--- src/rtl/gate_sweep_ctrl.sv ---
// rtl/gate_sweep_ctrl.sv - sweeps a 2-input gate through all four input vectors and checks its output
// Each vector is held for HOLD_CYCLES, sampled once, and mismatches accumulate in fail_mask.
module gate_sweep_ctrl #(
  parameter int unsigned HOLD_CYCLES = 2,
  parameter logic [3:0]  EXPECT      = 4'b0111
) (
  input  logic       clk,
  input  logic       rst_n,
  input  logic       start,
  input  logic       abort,
  input  logic       y_in,
  output logic       a_out,
  output logic       b_out,
  output logic       busy,
  output logic       done,
  output logic       pass,
  output logic [3:0] fail_mask,
  output logic [7:0] run_count
);

  typedef enum logic [1:0] {IDLE, DRIVE, SAMPLE, DONE} state_t;

  // Counter counts down to zero, so DRIVE spans HOLD_CYCLES cycles from a load of HOLD_CYCLES-1.
  localparam logic [7:0] HOLD_LOAD = 8'(HOLD_CYCLES - 1);

  state_t      state_q;
  logic [1:0]  vec_q;
  logic [7:0]  hold_q;
  logic [1:0]  ab_q;
  logic        busy_q;
  logic        done_q;
  logic        pass_q;
  logic [3:0]  fail_mask_q;
  logic [7:0]  run_count_q;
  logic [3:0]  fail_mask_d;

  always_comb begin
    fail_mask_d = fail_mask_q;
    if (y_in != EXPECT[vec_q]) fail_mask_d[vec_q] = 1'b1;
  end

  always_ff @(posedge clk or negedge rst_n) begin
    if (!rst_n) begin
      state_q     <= IDLE;
      vec_q       <= 2'd0;
      hold_q      <= 8'd0;
      ab_q        <= 2'b00;
      busy_q      <= 1'b0;
      done_q      <= 1'b0;
      pass_q      <= 1'b0;
      fail_mask_q <= 4'd0;
      run_count_q <= 8'd0;
    end else begin
      done_q <= 1'b0;
      case (state_q)
        IDLE: begin
          if (start && !abort) begin
            state_q     <= DRIVE;
            vec_q       <= 2'd0;
            hold_q      <= HOLD_LOAD;
            ab_q        <= 2'b00;
            busy_q      <= 1'b1;
            pass_q      <= 1'b0;
            fail_mask_q <= 4'd0;
          end
        end
        DRIVE: begin
          if (abort) begin
            state_q <= IDLE;
            vec_q   <= 2'd0;
            hold_q  <= 8'd0;
            ab_q    <= 2'b00;
            busy_q  <= 1'b0;
            pass_q  <= 1'b0;
          end else if (hold_q == 8'd0) begin
            state_q <= SAMPLE;
          end else begin
            hold_q <= hold_q - 8'd1;
          end
        end
        SAMPLE: begin
          // Abort wins over the sample, so the aborted vector leaves no mark in fail_mask.
          if (abort) begin
            state_q <= IDLE;
            vec_q   <= 2'd0;
            hold_q  <= 8'd0;
            ab_q    <= 2'b00;
            busy_q  <= 1'b0;
            pass_q  <= 1'b0;
          end else begin
            fail_mask_q <= fail_mask_d;
            if (vec_q == 2'd3) begin
              state_q     <= DONE;
              done_q      <= 1'b1;
              pass_q      <= (fail_mask_d == 4'd0);
              run_count_q <= run_count_q + 8'd1;
              ab_q        <= 2'b00;
            end else begin
              state_q <= DRIVE;
              vec_q   <= vec_q + 2'd1;
              ab_q    <= vec_q + 2'd1;
              hold_q  <= HOLD_LOAD;
            end
          end
        end
        DONE: begin
          state_q <= IDLE;
          vec_q   <= 2'd0;
          busy_q  <= 1'b0;
        end
        default: state_q <= IDLE;
      endcase
    end
  end

  assign a_out     = ab_q[1];
  assign b_out     = ab_q[0];
  assign busy      = busy_q;
  assign done      = done_q;
  assign pass      = pass_q;
  assign fail_mask = fail_mask_q;
  assign run_count = run_count_q;

endmodule

--- config.mk ---
export PLATFORM = sky130hd
export DESIGN_NAME = gate_sweep_ctrl
export DESIGN_NICKNAME = d
export VERILOG_FILES = /design/src/rtl/gate_sweep_ctrl.sv
export SDC_FILE = /design/constraint.sdc
export NUM_CORES = 1
export LEC_CHECK = 0
export CAP_MARGIN = 30
export CORE_MARGIN = 2
export CORE_UTILIZATION = 35
export DETAILED_ROUTE_END_ITERATION = 8
export SLEW_MARGIN = 10
export SYNTH_ARGS = -nofsm -noshare
export SYNTH_HDL_FRONTEND = slang
export SYNTH_SLANG_ARGS = --single-unit
export TNS_END_PERCENT = 1
--- constraint.sdc ---
create_clock -name clk -period 2.5 [get_ports clk]
set_input_delay 0.625 -clock clk [delete_from_list [all_inputs] [get_ports clk]]
set_output_delay 0.625 -clock clk [all_outputs]
set_load 0.02 [all_outputs]
==> flow_summary.toml <==
[clocking]
ctsHoldBuffers = 0
post-cts-setup-buffers = 0
clock_latency_ns = 0.27
clock_sinks = 29
tritoncts = "yes"
cts_buffer_depth = 2
path_clk_slew_ns = 0.06
h-tree-depth = 2
cts-buffers-inserted = 5
root_buffer = "clkbuf_8"

[drt]
vias = 1275
remaining_drc_errors = 0
wl_mm = 3.346
drt_iter0_drc = 44
drt-pass1-iter-count = 4
ant_nets = 0
detail_route.vias_per_cell = 5.290
post_drt_wl_per_cell_um = 13.88

[floorplan]
row_count = 24
dieArea_sq_um = 5072
initial_core_util_pct = 36.32
ioPinCount = 22
core_area_sq_um = 4354
die_w_um = 71.22
die_h_um = 71.22

[finish]
multi_input_area_sq_um = 820.8
drive_gt1_share_pct = 10.58
n_fill_cell = 407
diodes = 0
areaGrowthSynthToFinish_pct = 27.06
final_cell_mix = "dfrtp_1 (29), clkdlybuf4s50_1 (21), nor2_1 (15)"
layout.nets = 204
seqCellArea_sq_um = 725.7
final_common_cell = "dfrtp_1"

[setup_path]
critPathKind = "flop to flop"
worst_path_max_delay_cell = "or4_4"
worstSetupStartpointType = "flop"
path_max_fanout = 8
cp_num_buf_inv = 1
crit_chain = "inv_1, ha_1, or4b_4, or4_4, o21ai_2, mux2_1"
crit_arrival_ns = 2.46
cp.required_ns = 2.66
endpoint_kind = "flop"
path_delay_family = "simple AND/OR/NAND/NOR gates"
slowest_delay_ns = 0.49

[synth]
syn-num-nets = 172
avgSynthCellArea_sq_um = 10.14
yosys_warnings = 0
syn_inst = 156
netlist_area_sq_um = 1582
ys_ff_latch = 29
ys_seq_area_share_pct = 45.89
synthArstFlopShare_pct = 100.0
synth_top_area_share_pct = 45.89
synth.area.top_cells = "dfrtp_1 (46%), ha_1 (8.7%), a21oi_1 (3.8%), nor2_1 (3.6%), xnor2_1 (3.3%)"
synthFlopType = "dfrtp_1"
synth_cell_type_count = 46
yosysTopAreaCell = "dfrtp_1"
synth-edff-count = 0

[timing]
finalSetupViolCount = 0
tns_ns = 0
grt_setup_unrepaired = "false"
slew-limit-headroom_pct = 73.78
max_freq_mhz = 433.7
period_needed_ns = 2.306
hold_viol = 0
maxSlewViolCount = 0
timing.final.crit_share_pct = 92.23
tightest_slew_ns = 0.3903
clock_skew_ns = 0.002095

[placed_design]
hpwl_mm = 2.558
place.gp.congestion = 0.7811
portBuffers = 21

[pwr]
p_leak_nw = 0.9029
irDropWorstVdd_v = 0.0005863
power_density_nw_per_um2 = 919.9
total_power_mw = 1.848

[worst_hold_path]
hold_path_class = "flop to flop"

[grt]
track_usage_pct = 14.55
overflow = 0
grt_max_degree = 30
grt_pass1_wl_mm = 5.782
grt_antenna_before_repair = 0
grt_pass1_vias = 1260

[status]
status = "complete, no violations"

[job]
drv_cap = 0
-- layout make-up --
| class | instances | share of cell area [%] |
|---|---|---|
| multi-input cells | 117 | 40.85 |
| flip-flops and latches | 29 | 36.11 |
| well taps | 52 | 3.238 |
| inverters | 9 | 1.681 |
| clock inverters | 1 | 1.494 |
| clock buffers | 7 | 4.296 |
| repair buffers | 26 | 12.33 |
-- cell usage after synthesis (2+ instances only) --
master / n
nor3_1: 4
xor2_1: 2
o21ai_0: 7
nand2_1: 12
nor2b_1: 2
a211o_1: 2
xnor2_1: 6
nand4_1: 2
inv_1: 8
mux2_1: 2
dfrtp_1: 29
nand3_1: 5
a21o_1: 2
ha_1: 11
or4_1: 2
o31ai_1: 3
nand2b_1: 3
a21oi_1: 12
nor2_1: 15
-- repair_timing --
action	CTS	global route
gates resized for setup	0	1
endpoints found under the setup margin	0	3
hold endpoints to repair	0	0
-- worst paths after layout --
path | start | end | slack [ns] | depth (start not counted)
worst min-delay path | ab_q[1] | ab_q[1] | 0.50 | 2
worst max-delay path | hold_q[0] | hold_q[1] | 0.19 | 6
max in group asynchronous | rst_n | fail_mask[3] | 1.50 | 2
worst max register to register | hold_q[0] | hold_q[1] | 0.19 | 6
min in group asynchronous | rst_n | done | 0.73 | 2
worst min register to register | ab_q[1] | ab_q[1] | 0.50 | 2
-- state kept, by name (all words and copies together), names as in the netlist --
signal and count:
busy 1, pass 1, fail_mask 4, vec_q 2, run_count 8, state_q 2, ab_q 2, hold_q 8
done 1
-- metrics by stage --
stage	area [sq um]	utilization, %	hold WS [ns]	setup slack [ns]	cells
5_1_grt	2009	46.15	0.5291	0.05708	241
2_1_floorplan	1582	-	0.3294	0.2550	156
4_1_cts	2006	46.06	0.5051	0.07687	241
6_report	2009	46.15	0.5008	0.1943	241
3_5_place_dp	1889	43.39	0.4925	0.08114	233
3_3_place_gp	1889	43.39	0.4682	0.1422	233
-- cell families (layout without fill, tap and decap cells) --
group / count (synthesis) / count (layout) / synth area share [%]
buffers and inverters: 10 / 43 / 2.452
adder cells (fa/ha/maj): 11 / 11 / 8.702
multiplexers: 5 / 5 / 3.718
flip-flops: 29 / 29 / 45.89
XOR/XNOR: 8 / 8 / 4.431
AND/OR/NAND/NOR: 53 / 53 / 17.17
AO/OA/AOI/OAI: 40 / 40 / 17.64
-- power breakdown --
part	leakage [nW]	switching (mW)	total, mW	internal [mW]
registers	0.396	0.0660	0.601	0.535
logic	0.449	0.418	0.750	0.332
clock network	0.0585	0.173	0.497	0.324
-- routing by layer --
metal | global-route usage (%) | vias up | wire length, um
li1 | - | 624 | -
met1 | 18.51 | 617 | 1619
met2 | 23.35 | 27 | 1518
met3 | 4.360 | 7 | 157
met4 | 5.660 | 0 | 51
met5 | 0 | - | 0
-- tightest hold or removal path, stage by stage (launching register included) --
cell and delay, ns:
dfrtp_1 0.36, nand2_1 0.05, o31ai_1 0.06
Note: power is estimated with default switching activity, not from simulation.
